### config.mk
export PLATFORM = sky130hd
export DESIGN_NAME = shifter_seq
export DESIGN_NICKNAME = d
export VERILOG_FILES = /design/src/rtl/shifter_pkg.sv /design/src/rtl/shifter_seq_step.sv /design/src/rtl/shifter_seq.sv
export SDC_FILE = /design/constraint.sdc
export NUM_CORES = 1
export LEC_CHECK = 0
export CAP_MARGIN = 20
export CORE_MARGIN = 4
export CORE_UTILIZATION = 45
export CTS_CLUSTER_DIAMETER = 50
export DETAILED_ROUTE_END_ITERATION = 10
export GPL_TIMING_DRIVEN = 0
export PLACE_DENSITY_LB_ADDON = 0.08
export REMOVE_ABC_BUFFERS = 1
export SLEW_MARGIN = 25
export SYNTH_ARGS = -nofsm -noshare
export SYNTH_HDL_FRONTEND = slang
export SYNTH_HIERARCHICAL = 1
export SYNTH_SLANG_ARGS = --single-unit
### constraint.sdc
create_clock -name clk -period 3.38 [get_ports clk]
set_input_delay 0.676 -clock clk [delete_from_list [all_inputs] [get_ports clk]]
set_output_delay 0.676 -clock clk [all_outputs]
set_load 0.005 [all_outputs]
### src/rtl/shifter_pkg.sv
// Shared types for the sequential shifter.
//   shift_op_t    : operation encoding on the op port
//   shift_state_t : controller state encoding
package shifter_pkg;

  typedef enum logic [1:0] {
    SH_SLL = 2'b00,
    SH_SRL = 2'b01,
    SH_SRA = 2'b10,
    SH_ROL = 2'b11
  } shift_op_t;

  typedef enum logic [1:0] {
    ST_IDLE  = 2'b00,
    ST_SHIFT = 2'b01,
    ST_DONE  = 2'b10
  } shift_state_t;

endpackage

### src/rtl/shifter_seq_step.sv
// shift_step: combinational single-step shifter.
//   i_acc    : word to shift
//   i_op     : SLL / SRL / SRA / ROL
//   i_k      : amount for this step (the parent keeps it <= STEP)
//   o_result : shifted word
// Rotate datapath only exists when SHIFTER_SEQ_ROTATE_EN is defined;
// otherwise op=11 behaves as SLL.
module shift_step
  import shifter_pkg::*;
#(
  parameter int N       = 16,
  parameter int SHAMT_W = $clog2(N)
) (
  input  logic [N-1:0]       i_acc,
  input  shift_op_t          i_op,
  input  logic [SHAMT_W-1:0] i_k,
  output logic [N-1:0]       o_result
);

`ifdef SHIFTER_SEQ_ROTATE_EN
  // Right-shift amount for the wrapped-around bits; k=0 gives N, i.e. nothing.
  logic [SHAMT_W:0] w_back;
  assign w_back = (SHAMT_W+1)'(N) - {1'b0, i_k};
`endif

  always_comb begin
    o_result = i_acc << i_k;
    case (i_op)
      SH_SRL: o_result = i_acc >> i_k;
      SH_SRA: o_result = N'($signed(i_acc) >>> i_k);
`ifdef SHIFTER_SEQ_ROTATE_EN
      SH_ROL: o_result = (i_acc << i_k) | (i_acc >> w_back);
`endif
      default: o_result = i_acc << i_k;
    endcase
  end

endmodule

### src/rtl/shifter_seq.sv
// shifter_seq: multi-cycle SLL/SRL/SRA (optional ROL) shifter, at most
// STEP bits per cycle, valid/ready handshake on both sides.
// Ports:
//   clk, rst_n          : clock, async active-low reset
//   in_valid / in_ready : request handshake (ready only in IDLE)
//   op, shamt, data_in  : operation, amount (0..N-1), operand
//   out_valid/out_ready : result handshake (valid only in DONE)
//   data_out            : result, zero outside DONE
//   busy                : high in SHIFT or DONE
// Optional feature macro: SHIFTER_SEQ_ROTATE_EN (op=11 is ROL).
//
// state    | meaning
// ST_IDLE  | waiting for a request, in_ready=1
// ST_SHIFT | shifting min(STEP,rem) bits per cycle
// ST_DONE  | result held on data_out until out_ready
module shifter_seq
  import shifter_pkg::*;
#(
  parameter int N       = 16,
  parameter int STEP    = 1,
  parameter int SHAMT_W = $clog2(N)
) (
  input  logic               clk,
  input  logic               rst_n,
  input  logic               in_valid,
  output logic               in_ready,
  input  shift_op_t          op,
  input  logic [SHAMT_W-1:0] shamt,
  input  logic [N-1:0]       data_in,
  output logic               out_valid,
  input  logic               out_ready,
  output logic [N-1:0]       data_out,
  output logic               busy
);

  // STEP may equal N, which does not fit in SHAMT_W bits.
  localparam logic [SHAMT_W:0] STEP_W = (SHAMT_W+1)'(STEP);

  shift_state_t        r_state;
  logic [N-1:0]        r_acc;
  logic [SHAMT_W-1:0]  r_rem;
  shift_op_t           r_op;

  logic [SHAMT_W-1:0]  w_k;
  logic [N-1:0]        w_shifted;

  // rem <= N-1, so whenever rem > STEP the STEP value itself fits SHAMT_W.
  assign w_k = ({1'b0, r_rem} > STEP_W) ? STEP_W[SHAMT_W-1:0] : r_rem;

  shift_step #(
    .N       (N),
    .SHAMT_W (SHAMT_W)
  ) u_step (
    .i_acc    (r_acc),
    .i_op     (r_op),
    .i_k      (w_k),
    .o_result (w_shifted)
  );

  always_ff @(posedge clk or negedge rst_n) begin
    if (!rst_n) begin
      r_state <= ST_IDLE;
      r_acc   <= '0;
      r_rem   <= '0;
      r_op    <= SH_SLL;
    end else begin
      case (r_state)
        ST_IDLE: begin
          if (in_valid) begin
            r_acc   <= data_in;
            r_op    <= op;
            r_rem   <= shamt;
            r_state <= (shamt == '0) ? ST_DONE : ST_SHIFT;
          end
        end
        ST_SHIFT: begin
          r_acc <= w_shifted;
          r_rem <= r_rem - w_k;
          if (r_rem == w_k) r_state <= ST_DONE;
        end
        ST_DONE: begin
          if (out_ready) r_state <= ST_IDLE;
        end
        default: r_state <= ST_IDLE;
      endcase
    end
  end

  assign in_ready  = (r_state == ST_IDLE);
  assign out_valid = (r_state == ST_DONE);
  assign busy      = (r_state == ST_SHIFT) || (r_state == ST_DONE);
  assign data_out  = (r_state == ST_DONE) ? r_acc : '0;

endmodule
Word-level counts from Yosys, hierarchy flattened:

Index checks and enable logic that the tools add are counted.
Widths: inputs -> output; s select.

* add/subtract/negate cells: 1
* multipliers: 0
* div/mod/pow operators: 0
* magnitude comparators: 1
* equality and inequality tests: 8
* shift-type cells: 3
* muxes and demuxes: 12
* bitwise operators: 0
* reduce and logical (&&, ||, !) cells: 7

Operator list (number)
* $pmux 16 s2: 2
* $mux 16: 2
* $shl 16x4->16: 1
* $shr 16x4->16: 1
* $sshr 16x4->16: 1
* $mux 2: 4
* $mux 4: 2
* $pmux 4 s2: 1
* $pmux 2 s3: 1
* $eq 2x1->1 const B: 2
* $eq 2x2->1 const B: 2
* $eq 4x4->1: 1
* $gt 4x1->1 const B: 1
* $logic_not 4->1: 1
* $ne 2x2->1 const B: 2
* $reduce_and 2->1: 2
* $sub 4x4->4: 1
* $reduce_and 3->1: 1
* $logic_not 2->1: 1
* $ne 2x1->1 const B: 1
* $reduce_bool 2->1: 1
* $logic_or 1x1->1: 1

* flip-flop bits (word level): 24
* bits in latches: 0
* memory bits (writable): 0
* bits in read-only memories: 0
* bits of input ports: 26
* output and inout bits: 19
* word-level logic and storage cells: 36
* memories: 0

Logic depth before layout (Yosys ltp):

Gate-level depths: netlist of run 1.

* word-level depth: 5
* depth in mapped cells: 11

Modules after synthesis:

Netlist of run 1, hierarchy kept.

Modules (own cells, without submodules)
* shift_step: times used 1, cells each 226, area each 1820.5 um2, sequential area each 0.0 um2
* shifter_seq: times used 1, cells each 140, area each 1405.1 um2, sequential area each 600.6 um2

Least setup slack after synthesis of run 1:

No wires, ideal clock.

* kind: reg2reg
* start: register r_rem[2]
* end: register r_acc[14]
* library setup time: 83 ps
* arrival: 2433 ps
* data required time: 3297 ps
* path slack: 864 ps
* cell stages (with the launch flop): 11
* path buffers: 2
* path through: dfrtp_1 or2_2 or3_1 buf_6 buf_6 or4b_1 a31oi_2 a211oi_2 a31oi_1 mux2i_1 o21ai_0

* longest elaborated chain between the ends: 5
* elaborated cells between the ends (all ways): 7
* classes of those cells: order compare: 1; shift: 3; mux: 3

RTL lines
* start, declared: RTL line shifter_seq.sv:41 `logic [SHAMT_W-1:0] r_rem;`
* start signal, assigned: RTL line shifter_seq.sv:72 `r_rem <= shamt;`
* start signal, assigned: RTL line shifter_seq.sv:78 `r_rem <= r_rem - w_k;`
* $gt 4x1->1 *: RTL line shifter_seq.sv:48 `assign w_k = ({1'b0, r_rem} > STEP_W) ? STEP_W[SHAMT_W-1:0] : r_rem;`
* $mux 4 *: RTL line shifter_seq.sv:48
* net w_k[0]: RTL line shifter_seq.sv:44 `logic [SHAMT_W-1:0] w_k;`
* $shl 16x4->16, or another cell as far along: RTL line shifter_seq_step.sv:34 `default: o_result = i_acc << i_k;`
* $pmux 16 s2 *: RTL line shifter_seq_step.sv:28 `case (i_op)`
* net w_shifted[14]: RTL line shifter_seq.sv:45 `logic [N-1:0] w_shifted;`
* $pmux 16 s2 *: RTL line shifter_seq.sv:67 `case (r_state)`
* end signal, assigned: RTL line shifter_seq.sv:70 `r_acc <= data_in;`
* end signal, assigned: RTL line shifter_seq.sv:77 `r_acc <= w_shifted;`
* end, declared: RTL line shifter_seq.sv:40 `logic [N-1:0] r_acc;`

Mark *: on every way through the listed nets, which the timed path passes. The rest lies on a longest branch.
A chain may end at the register's enable or synchronous reset.

Worst setup path after layout of run 1:

* start: register r_rem[2]
* end: register r_acc[5]

The elaborated chain is that of the path after synthesis.

==> results.toml, run 1 <==
[floorplan]
rows = 30
die_h_um = 92.7
die-area_um2 = 8590
core_area_um2 = 6870
die_w_um = 92.7
initial_core_util_pct = 47.0
io_pins = 45

[clock_network]
cts_hold_buf = 0
clk_latency_ns = 0.29
cts_buffer_depth = 2
cts_tree = "yes"
cts_sinks = 24
h-tree-depth = 1
clk_pin_slew_ns = 0.10
numCtsBuffers = 3
clockRootBuffer = "clkbuf_8"

[sta]
min_period_over_period_pct = 95.4
tightestPinTransition_ns = 0.687
slew_violations = 0
fin_tns_setup_ns = 0
hold_violations = 0
rsz0062_at_grt = "false"
fmax_mhz = 310
finClkSkew_ns = 0.00678
worst_slew_margin_rel_pct = 54.2
finalSetupViolCount = 0
period_needed_ns = 3.22

[drt]
drtPass1Iterations = 5
antenna_left = 0
route.detailed.drc = 0
wl_um = 9610
post_drt_via_cell_ratio = 6.36
vias = 3061
wl_per_cell_um = 20.0
drt_first_iter_violations = 318

[logic_synthesis]
ys_ff_latch = 24
synth_mux_area_share_pct = 27.9
synth_compound_area_share_pct = 22.7
synth_fa_ha_area_share_pct = 1.94
synth_top_area_share_pct = 18.6
synth_top_flop_cell = "dfrtp_1"
yosys.area.top_type = "dfrtp_1"
yosys.area_share.simple_pct = 20.2
async_flop_share_pct = 100
synthXorXnorAreaFrac_pct = 0
synth_cell_type_count = 73
synth_top_family_by_area = "multiplexers"
yosys_warnings = 6
synthCells = 366
synthTopCellsByCount = "37 x mux2i_1, 33 x nand2_1, 24 x dfrtp_1, 24 x nor2_1, 22 x o21ai_0"
yosysSeqAreaShare_pct = 18.6
yosysMostFrequentCell = "mux2i_1"
synth-edff-count = 0
ys_top_cells_by_area = "dfrtp_1 19%, mux2i_1 11%, mux4_2 10%"
netlist_area_um2 = 3230
synth.avg_cell_area_um2 = 8.81

[critical_path]
required_ns = 3.56
critPathLaunchType = "register"
cp_common_cell = "mux2i_1"
path_cells = "or2_2, or3_2, buf_16, mux4_2, mux2i_1, nor2_1, a211o_1, mux2i_1, o21ai_0"
crit_slowest_cell = "or3_2"
arrival_ns = 3.40
endpoint_kind = "register"
critPathMaxFanout = 28
crit_type = "register to register"
cp_slowest_stage_delay_ns = 0.72

[min_path]
hp-class = "input pin to async pin"

[final_layout]
n_fill_cell = 628
syn2layout_area_growth_pct = 16.0
final_cell_area_um2 = 3740
fin_nets = 417
diodes = 0
drive_gt1_share_pct = 13.2

[global_route]
grt_max_degree = 56
grt_pass1_wl_um = 15000
first_global_vias = 2778
overflow = 0
grtUsageTotal_pct = 22.1
antenna_found_initial = 0

[run]
cap_violations = 0

[placed_design]
portBuffers = 44
place_area_um2 = 3670
routabilityCongestion = 0.873
dp_hpwl_um = 6620

[run_status]
status = "finished, final reports clean"

[power_and_ir_drop]
vdd_drop_max_mv = 0.619
leakage_uw = 0.00143
power_density_nw_per_um2 = 906
==> worst max-delay path: cells and delay by family (launching register included) <==
family	cells	cell delay, ns
DFF	1	0.47
and+or+nand+nor	3	1.10
muxes	3	0.82
buffers and inverters	1	0.28
AOI/OAI and AO/OA	2	0.43
==> state kept, by name, summed over array words and instances (netlist names) <==
register	count
r_acc	16
r_op	2
r_rem	4
r_state	2
==> routing by layer <==
layer | share of wire, % | vias to the layer above | track usage (%)
met5 | 0 | - | 0
met3 | 8.8 | 27 | 3.25
met4 | 2.4 | 0 | 7.69
met1 | 45 | 1464 | 33.9
met2 | 44 | 153 | 31.3
li1 | - | 1417 | -
==> layout by cell type, fill, tap and decap left out, types with 6 or more instances in the layout <==
| master | netlist | final |
|---|---|---|
| dfrtp_1 | 24 | 24 |
| clkdlybuf4s50_1 | 0 | 43 |
| and2_1 | 17 | 17 |
| nor2b_1 | 6 | 6 |
| o21ai_0 | 22 | 22 |
| inv_1 | 11 | 10 |
| nand2_1 | 33 | 33 |
| o211ai_1 | 7 | 7 |
| nor2_1 | 24 | 24 |
| nand3_1 | 6 | 6 |
| mux4_2 | 15 | 15 |
| nand2b_1 | 11 | 11 |
| mux2_2 | 11 | 11 |
| a31oi_1 | 8 | 8 |
| mux2i_1 | 37 | 36 |
==> metrics by stage <==
step | std cells | hold WS, ns | total power [uW] | util [%] | setup slack (ns)
6_report | 481 | 0.389 | 3390 | 54.5 | 0.155
5_1_grt | 481 | 0.434 | 3620 | 54.5 | 0.0242
4_1_cts | 481 | 0.396 | 3330 | 54.4 | 0.157
3_5_place_dp | 477 | 0.534 | 3050 | 53.4 | 0.191
3_3_place_gp | 474 | 0.522 | 2940 | 52.0 | -0.682
2_1_floorplan | 334 | 0.380 | 2220 | - | 0.227
==> power breakdown <==
part	switching (uW)	leakage, uW	internal (uW)	total (uW)
clock	114	0.0000357	159	273
sequential	335	0.000298	422	757
combinational	1200	0.00110	1150	2360
total	1650	0.00143	1730	3390
==> area by class of cell <==
type	count	area (um^2)	share of cell area, %
inverter	12	48.8	1.30
clock buffer	3	41.3	1.10
clock inverter	1	30.0	0.803
tap	96	120	3.21
timing repair buffer	47	518	13.8
multi-input combinational	298	2380	63.7
sequential	24	601	16.1
==> repair_timing <==
| item | CTS | global route |
|---|---|---|
| endpoints found under the setup margin | 0 | 2 |
| resized for setup | 0 | 1 |
| setup buffers | 0 | 0 |
==> path summary, 6_finish.rpt <==
path                       depth (start not counted)     start   endpoint  slack (ns)
max                                                9  r_rem[2]   r_acc[5]        0.16
min                                                1     rst_n  r_acc[11]        0.39
max reg2reg                                        9  r_rem[2]   r_acc[5]        0.16
min reg2reg                                        1   r_op[1]    r_op[1]        0.56
max in group asynchronous                          1     rst_n   r_acc[7]        2.60
min in group clk                                   1   r_op[1]    r_op[1]        0.56
==> kinds of logic (layout without fill, tap and decap cells) <==
family | count (synthesis) | count (layout)
AOI/OAI and AO/OA | 98 | 98
adders and majority gates | 5 | 5
buffers and inverters | 48 | 63
DFF | 24 | 24
muxes | 67 | 67
other | 1 | 5
and+or+nand+nor | 123 | 123
No activity file was read; power rests on OpenSTA's default activity.
==> run 2: changes to the inputs <==
--- a/config.mk
+++ b/config.mk
@@ -5,6 +5,7 @@
 export SDC_FILE = /design/constraint.sdc
 export NUM_CORES = 1
 export LEC_CHECK = 0
+export ABC_AREA = 1
 export CAP_MARGIN = 20
 export CORE_MARGIN = 4
 export CORE_UTILIZATION = 45
@@ -13,7 +14,7 @@
 export GPL_TIMING_DRIVEN = 0
 export PLACE_DENSITY_LB_ADDON = 0.08
 export REMOVE_ABC_BUFFERS = 1
-export SLEW_MARGIN = 25
+export SLEW_MARGIN = 20
 export SYNTH_ARGS = -nofsm -noshare
 export SYNTH_HDL_FRONTEND = slang
 export SYNTH_HIERARCHICAL = 1
==> run 2 against run 1 <==
- wire length fell by 8.1%
- die area fell by 11%
- final area fell by 12%
- flip-flop and latch count did not move
- synthesized cell count rose by 37%
- clock-buffer cell count did not move
- cell count rose by 26%
- via count rose by 6.6%
- critical path depth fell by 2
- critical endpoint is now r_rem[3]
- largest power group unchanged
==> results.toml, run 2 <==
[global_route]
overflow = 0
grt_max_degree = 39
first_global_vias = 2956
grtUsageTotal_pct = 23.4
grt_pass1_wl_um = 14200
antenna_found_initial = 0

[placed_design]
routabilityCongestion = 0.960
dp_slack_ns = 0.414
portBuffers = 44
dp_hpwl_um = 6700
place_inst = 603

[clock_network]
clockRootBuffer = "clkbuf_8"
numCtsBuffers = 3
cts_sinks = 24
clk_latency_ns = 0.27
h-tree-depth = 1
postCtsResizedCells = 0
clk_pin_slew_ns = 0.10
cts_hold_buf = 0
cts_buffer_depth = 2
post_cts.repair.setup_buffers = 0
cts_tree = "yes"

[logic_synthesis]
yosys.area.top_type = "nand2_1"
synth-edff-count = 0
synthXorXnorAreaFrac_pct = 0
async_flop_share_pct = 100
ys_top_cells_by_area = "nand2_1 29%, dfrtp_1 21%, nand3_1 7.7%"
yosysSeqAreaShare_pct = 21.1
yosys.area_share.simple_pct = 45.2
synth_top_flop_cell = "dfrtp_1"
synth_cell_type_count = 33
yosysMostFrequentCell = "nand2_1"
synth_fa_ha_area_share_pct = 2.20
synthCells = 502
synth_mux_area_share_pct = 1.85
netlist_area_um2 = 2840
yosys_warnings = 6
synth_top_area_share_pct = 28.8
ys_ff_latch = 24
synth.avg_cell_area_um2 = 5.66
synth_top_family_by_area = "simple AND/OR/NAND/NOR gates"
synth_compound_area_share_pct = 16.5
synthTopCellsByCount = "218 x nand2_1, 44 x nand3_1, 42 x inv_1"

[floorplan]
initial_core_util_pct = 47.2
die-area_um2 = 7650
io_pins = 45
die_h_um = 87.5
core_area_um2 = 6030
rows = 28
die_w_um = 87.5

[critical_path]
critPathBufInv = 2
endpoint_kind = "register"
crit_type = "register to register"
path_cells = "inv_1, ha_1, inv_2, o21ai_4, nand2_1, nand2_1, o21ai_0"
crit_slowest_cell = "o21ai_4"
critPathLaunchType = "register"
required_ns = 3.54
path_delay_family = "compound AO/OA/AOI/OAI gates"
arrival_ns = 3.07
cp_common_cell = "nand2_1"
critPathMaxFanout = 38
cp_slowest_stage_delay_ns = 0.81

[final_layout]
reg_top3 = "r_acc: 16 flops, r_rem: 4 flops"
largest_register_ffs = 16
syn2layout_area_growth_pct = 16.3
fin_nets = 564
regMostFlops = "r_acc"
drive_gt1_share_pct = 6.77
final_cells = 607
final_common_cell = "nand2_1"
diodes = 0
final_cell_mix = "218 x nand2_1, 44 x nand3_1, 43 x clkdlybuf4s50_1"
multi_input_area_um2 = 1910
register_area_um2 = 601
n_fill_cell = 693

[sta]
hold_violations = 0
tightestPinTransition_ns = 1.06
finalSetupViolCount = 0
timing.final.ws_setup_ns = 0.466
period_needed_ns = 2.91
fmax_mhz = 343
slew_violations = 0
fin_tns_setup_ns = 0
min_period_over_period_pct = 86.2
rsz0062_at_grt = "false"
finClkSkew_ns = 0.00679
worst_slew_margin_rel_pct = 29.4

[power_and_ir_drop]
vdd_drop_max_mv = 0.626
power_density_nw_per_um2 = 913
power_uw = 3020
leakage_uw = 0.00171

[drt]
route.detailed.drc = 0
wl_um = 8830
vias = 3264
post_drt_via_cell_ratio = 5.38
wl_per_cell_um = 14.5
drt_first_iter_violations = 250
antenna_left = 0
drtPass1Iterations = 5

[run_status]
status = "finished, final reports clean"

[run]
cap_violations = 0

[min_path]
hp-class = "input pin to async pin"
==> run 2: changes by cell type in the layout (fill, tap and decap cells not counted), moves of 11 or more <==
cell	change
nand2b_1	-11
inv_1	+32
o21ai_1	+17
mux2i_1	-33
nand3_1	+38
and2_1	-17
mux4_2	-15
nand2_1	+185
==> run 2: power breakdown <==
part / total (uW) / leakage (uW) / internal (uW) / switching [uW]
clock network: 266 / 0.0000357 / 159 / 107
logic: 2140 / 0.00140 / 772 / 1370
registers: 610 / 0.000277 / 439 / 171
==> run 2: per-stage QoR <==
stage / cell area [um^2] / utilization, % / hold WS (ns)
2_1_floorplan: 2690 / - / 0.380
3_3_place_gp: 3220 / 53.4 / 0.499
3_5_place_dp: 3230 / 53.7 / 0.514
4_1_cts: 3310 / 54.9 / 0.408
5_1_grt: 3310 / 54.9 / 0.419
6_report: 3310 / 54.9 / 0.384
==> run 2: final cells by class <==
type	count	share of cell area (%)
tap	75	2.84
inverter	47	5.41
timing repair buffer	45	13.5
clock buffer	3	1.25
sequential	24	18.2
clock inverter	1	0.908
multi-input combinational	412	57.9
==> run 2: logic make-up after synthesis <==
| logic type | count (synthesis) |
|---|---|
| DFF | 24 |
| and+or+nand+nor | 313 |
| other | 1 |
| muxes | 5 |
| buffers and inverters | 75 |
| adders and majority gates | 5 |
| AOI/OAI and AO/OA | 79 |
==> run 2: final timing paths <==
check	from	endpoint	slack, ns	cells past startpoint
max	r_state[1]	r_rem[3]	0.47	7
min	rst_n	r_acc[5]	0.38	1
max reg2reg	r_state[1]	r_rem[3]	0.47	7
min reg2reg	r_state[1]	r_state[1]	0.53	2
max in group asynchronous	rst_n	r_op[0]	2.61	1
min in group clk	r_state[1]	r_state[1]	0.53	2
==> run 2: layer usage <==
layer	part of all wire (%)	global-route usage (%)
met4	2.1	6.00
met1	44	30.3
met2	48	41.2
met3	6.0	2.55
met5	0	0
==> run 3: changes to the inputs <==
--- a/config.mk
+++ b/config.mk
@@ -7,7 +7,7 @@
 export LEC_CHECK = 0
 export ABC_AREA = 1
 export CAP_MARGIN = 20
-export CORE_MARGIN = 4
+export CORE_MARGIN = 3
 export CORE_UTILIZATION = 45
 export CTS_CLUSTER_DIAMETER = 50
 export DETAILED_ROUTE_END_ITERATION = 10
==> run 3 against run 2 <==
- via count about the same
- combinational power about the same
- register-to-register slack better by 0.07 ns
- final area unchanged
- critical path type unchanged
- largest power group unchanged
==> results.toml, run 3 (synthesis results as in run 2) <==
[floorplan]
core_area_um2 = 6030
die-area_um2 = 7310
die_w_um = 85.5
die_h_um = 85.5
io_pins = 45
initial_core_util_pct = 47.2
rows = 28

[run]
cap_violations = 0

[critical_path]
endpoint_kind = "register"
critPathBufInv = 2
r2r_cells = 7
crit_slowest_cell = "o21ai_4"
required_ns = 3.55
critPathLaunchType = "register"
path_delay_family = "compound AO/OA/AOI/OAI gates"
path_cells = "inv_1, ha_1, inv_2, o21ai_4, nand2_1, nand2_1, o21ai_0"
crit_type = "register to register"
rr_startpoint = "r_state[1]"
cp_slowest_stage_delay_ns = 0.80
cp_common_cell = "nand2_1"
crit_cells = 7
arrival_ns = 3.01
critPathMaxFanout = 38
critPathLaunch = "r_state[1]"

[clock_network]
cts_buffer_depth = 2
cts_hold_buf = 0
numCtsBuffers = 3
cts_sinks = 24
clockRootBuffer = "clkbuf_8"
h-tree-depth = 1
clk_pin_slew_ns = 0.11
postCtsResizedCells = 0
cts_tree = "yes"
clk_latency_ns = 0.28
post_cts.repair.setup_buffers = 0

[global_route]
grtUsageTotal_pct = 24.4
overflow = 0
grt_max_degree = 39
grt_pass1_wl_um = 14300
antenna_found_initial = 0
first_global_vias = 2984

[drt]
wl_um = 8630
drtPass1Iterations = 5
post_drt_via_cell_ratio = 5.38
vias = 3265
wl_per_cell_um = 14.2
drt_first_iter_violations = 264
route.detailed.drc = 0
antenna_left = 0

[final_layout]
regMostFlops = "r_acc"
syn2layout_area_growth_pct = 16.3
drive_gt1_share_pct = 6.77
fin_nets = 564
diodes = 0
final_common_cell = "nand2_1"
reg_top3 = "r_acc: 16 flops, r_rem: 4 flops"
n_fill_cell = 702
final_cell_mix = "218 x nand2_1, 44 x nand3_1, 43 x clkdlybuf4s50_1"
largest_register_ffs = 16

[power_and_ir_drop]
power_density_nw_per_um2 = 907
vdd_drop_max_mv = 0.607
internal_power_uw = 1370
leakage_uw = 0.00171
sw_frac_of_total_pct = 54.3
p_sw_uw = 1630
seqPwrFrac_pct = 20.3
power_frac_comb_pct = 70.6
p_clk_share_pct = 9.1

[sta]
slew_violations = 0
worst_slew_margin_rel_pct = 26.9
tightestPinTransition_ns = 1.09
finClkSkew_ns = 0.00662
finalSetupViolCount = 0
fin_tns_setup_ns = 0
fmax_mhz = 351
period_needed_ns = 2.85
rsz0062_at_grt = "false"
hold_violations = 0
min_period_over_period_pct = 84.2
timing.final.ws_setup_ns = 0.533

[min_path]
hp-class = "input pin to async pin"

[placed_design]
routabilityCongestion = 0.947
portBuffers = 44
dp_slack_ns = 0.488
dp_hpwl_um = 6500

[run_status]
status = "finished, final reports clean"
[run 3: layout make-up]
cell class	instances	area, um^2	share of cell area, %
clock buffers	3	41.3	1.25
clock inverters	1	30.0	0.908
multi-input cells	412	1910	57.9
flip-flops and latches	24	601	18.2
well taps	75	93.8	2.84
inverters	47	179	5.41
repair buffers	45	447	13.5
[run 3: path summary, 6_finish.rpt]
| path | endpoint | slack, ns |
|---|---|---|
| setup / recovery | r_rem[3] | 0.53 |
| max in group asynchronous | r_state[0] | 2.59 |
| hold reg to reg | r_rem[3] | 0.54 |
| hold / removal | r_acc[9] | 0.38 |
| setup reg to reg | r_rem[3] | 0.53 |
| min in group clk | r_rem[3] | 0.54 |
[run 3: metrics by stage]
| step | hold slack [ns] | total power (uW) | area (um^2) | utilization (%) | std cells |
|---|---|---|---|---|---|
| 2_1_floorplan | 0.380 | 2040 | 2690 | - | 483 |
| 3_3_place_gp | 0.499 | 2650 | 3220 | 53.4 | 602 |
| 3_5_place_dp | 0.508 | 2680 | 3230 | 53.7 | 603 |
| 4_1_cts | 0.398 | 2960 | 3310 | 54.9 | 607 |
| 5_1_grt | 0.435 | 3320 | 3310 | 54.9 | 607 |
| 6_report | 0.385 | 3000 | 3310 | 54.9 | 607 |
[run 3: metal layers]
metal	share of wire [%]	vias up	track usage, %
li1	-	1654	-
met4	2.4	0	7.19
met2	46	146	40.7
met5	0	-	0
met1	45	1449	32.9
met3	7.2	16	3.01
[run 3: power groups by stage]
stage          Combinational (uW)  Clock (uW)  Sequential (uW)
6_report                     2120         273              610
5_1_grt                      2400         285              637
4_1_cts                      2070         275              611
3_5_place_dp                 2060           0              616
3_3_place_gp                 2040           0              614
2_1_floorplan                1470           0              564
==> RTL edit 1 (flow settings as in run 2) <==
Build with the macro `SHIFTER_SEQ_ROTATE_EN` defined.
--- a/src/rtl/shifter_seq_step.sv
+++ b/src/rtl/shifter_seq_step.sv
@@ -5,6 +5,8 @@
 //   o_result : shifted word
 // Rotate datapath only exists when SHIFTER_SEQ_ROTATE_EN is defined;
 // otherwise op=11 behaves as SLL.
+`define SHIFTER_SEQ_ROTATE_EN
+
 module shift_step
   import shifter_pkg::*;
 #(
Function: changed (a bounded check fails within 4 cycles, from zero or initial values and one cycle with rst_n low).
==> RTL edit 1 against run 2 <==
- clock skew grew 0.0046 ns
- non-clock buffer count grew 1
- wire length grew 50%
- synthesized area grew 28%
- final area grew 23%
- cell count grew 29%
- count of clock-buffer cells in the layout is the same
- via count grew 39%
- worst setup slack lost 0.11 ns
- global-route usage grew 3.9 points
- sequential cell count is the same
- power grew 22%
- critical path depth grew 8
- critical path type unchanged
- highest routed layer unchanged
==> RTL edit 1: results <==
export IMPL_clock_power_uw=274
export IMPL_wl_met3_um=1200
export IMPL_synth_cell_types=41
export IMPL_grt_use_met1_pct=35.33
export IMPL_worstPathMaxFanout=22
export IMPL_status="finished, final reports clean"
export IMPL_crit_family="simple AND/OR/NAND/NOR gates"
export IMPL_hpwl_um=10090
export IMPL_dr_first_iter_drc_count=361
export IMPL_yosysSeqAreaShare_pct=16.52
export IMPL_slowest_stage="ha_2"
export IMPL_wirelength_met1_um=5367
export IMPL_ir_worst_vdd_uv=446.8
export IMPL_track_usage_pct=27.34
export IMPL_fin_cells=780
export IMPL_dpl_cell_count=774
export IMPL_synthAdderAreaFrac_pct=1.377
export IMPL_drive_above_1_share_pct=8.260
export IMPL_reg2reg_from="r_rem[1]"
export IMPL_clk_latency_ns=0.29
export IMPL_cts_setup_buffers=2
export IMPL_wl_met2_um=5955
export IMPL_synthMuxAreaShare_pct=0.6196
export IMPL_seq_power_uw=655
export IMPL_holdWs_ns=0.3650
export IMPL_gp_congestion=1.014
## RTL edit 1: cell types whose count changed after synthesis, moves of 4 or more
cell / change
nor3_1: +4
nand3_1: +62
nor2_1: +10
inv_2: +5
o21ai_0: -4
nand4_1: +8
nand2_1: +45
o21ai_1: -6
and2_1: +7
buf_2: +4
o211ai_1: +4
a21oi_1: +9
nand2_2: +13
## RTL edit 1: final cells by class
| cell class | count | area (um2) |
|---|---|---|
| tap | 102 | 127.6 |
| inverter | 54 | 214.0 |
| timing repair buffer | 46 | 450.4 |
| fill | 878 | 3736 |
| multi-input combinational | 550 | 2608 |
| sequential | 24 | 600.6 |
| clock buffer | 3 | 41.29 |
| clock inverter | 1 | 30.03 |
## RTL edit 1: stage by stage
step | util [%] | setup slack (ns)
after global placement | 50.93 | -0.6888
after global routing | 52.15 | 0.02536
after floorplan | - | 0.3773
final | 52.15 | 0.3569
after detailed placement | 50.96 | -0.7882
after CTS | 52.07 | 0.1617
==> RTL edit 2 (config.mk and constraints of run 2) <==
Made on the original files. Re-encode `shift_state_t` (3 states) as one-hot, 3 bits wide.
--- a/src/rtl/shifter_pkg.sv
+++ b/src/rtl/shifter_pkg.sv
@@ -10,10 +10,10 @@
     SH_ROL = 2'b11
   } shift_op_t;
 
-  typedef enum logic [1:0] {
-    ST_IDLE  = 2'b00,
-    ST_SHIFT = 2'b01,
-    ST_DONE  = 2'b10
+  typedef enum logic [2:0] {
+    ST_IDLE  = 3'b001,
+    ST_SHIFT = 3'b010,
+    ST_DONE  = 3'b100
   } shift_state_t;
 
 endpackage
Check against the original RTL: same outputs for any inputs over 10 cycles, from zero or initial values and one cycle with rst_n low; not proved beyond that.
==> RTL edit 2 against run 2 <==
- sequential cell count up 1
- largest cell class unchanged
- clock power down 22%
- final area up 0.87%
- wire length up 3.0%
- worst setup slack better by 0.15 ns
- critical endpoint is now r_acc[13]
- worst hold slack worse by 0.0037 ns
- power down 9.9%
- synthesized area up 0.84%
- utilization up 0.16 points
- fmax up 5.3%
==> RTL edit 2: results <==
export IMPL_status="finished, final reports clean"
export IMPL_grt_use_met1_pct=38.77
export IMPL_avgSynthCellArea_um2=5.439
export IMPL_synth_compound_area_share_pct=15.32
export IMPL_dr_first_iter_drc_count=393
export IMPL_sw_frac_of_total_pct=57.60
export IMPL_grt_use_met3_pct=2.070
export IMPL_wl_met3_um=609
export IMPL_period_needed_ns=2.767
export IMPL_combPwrFrac_pct=70.0
export IMPL_p_leak_uw=0.001758
export IMPL_grt_pass1_vias=3096
export IMPL_synthAdderAreaFrac_pct=0.8730
export IMPL_track_usage_pct=24.89
export IMPL_pre_cts_ws_ns=0.6578
export IMPL_place_area_um2=3282
export IMPL_worstRegToRegCells=15
export IMPL_reg_top3="r_acc (16), r_rem (4), r_state (3)"
export IMPL_firstDrtPassIters=7
export IMPL_fin_nets=589
export IMPL_drive_above_1_share_pct=6.071
export IMPL_cp_startpoint="r_rem[0]"
export IMPL_slowest_stage="nand4_1"
export IMPL_clock_skew_ns=0.008210
export IMPL_pwr_density_cell_nw_per_um2=815.8
export IMPL_crit_family="simple AND/OR/NAND/NOR gates"
## RTL edit 2: cell types whose count changed in the layout (fill, tap and decap cells not counted), sizes merged, moves of 2 or more
cell	change
or2	-2
o21ai	+16
ha	-3
inv	+3
a31oi	-16
mux2	-2
nor2	+2
nand2	+31
## RTL edit 2: layout make-up
class                           count  area, um2  share of cell area [%]
Multi-Input combinational cell    437       1931                   57.90
Sequential cell                    25      626.9                   18.80
Timing Repair Buffer               45      446.7                   13.40
Inverter                           49      186.4                   5.591
Tap cell                           75      93.84                   2.814
Clock buffer                        3      41.29                   1.238
Clock inverter                      1      8.758                  0.2627
## RTL edit 2: how the worst min path moves through the flow
| stage | slack (ns) | startpoint | endpoint |
|---|---|---|---|
| finish | 0.38 | rst_n | r_rem[3] |
| global route | 0.43 | rst_n | r_state[2] |
| CTS | 0.41 | rst_n | r_state[2] |
| detailed placement | 0.49 | r_rem[3] | r_rem[3] |
| global placement | 0.48 | r_rem[3] | r_rem[3] |
| floorplan | 0.38 | rst_n | r_acc[0] |
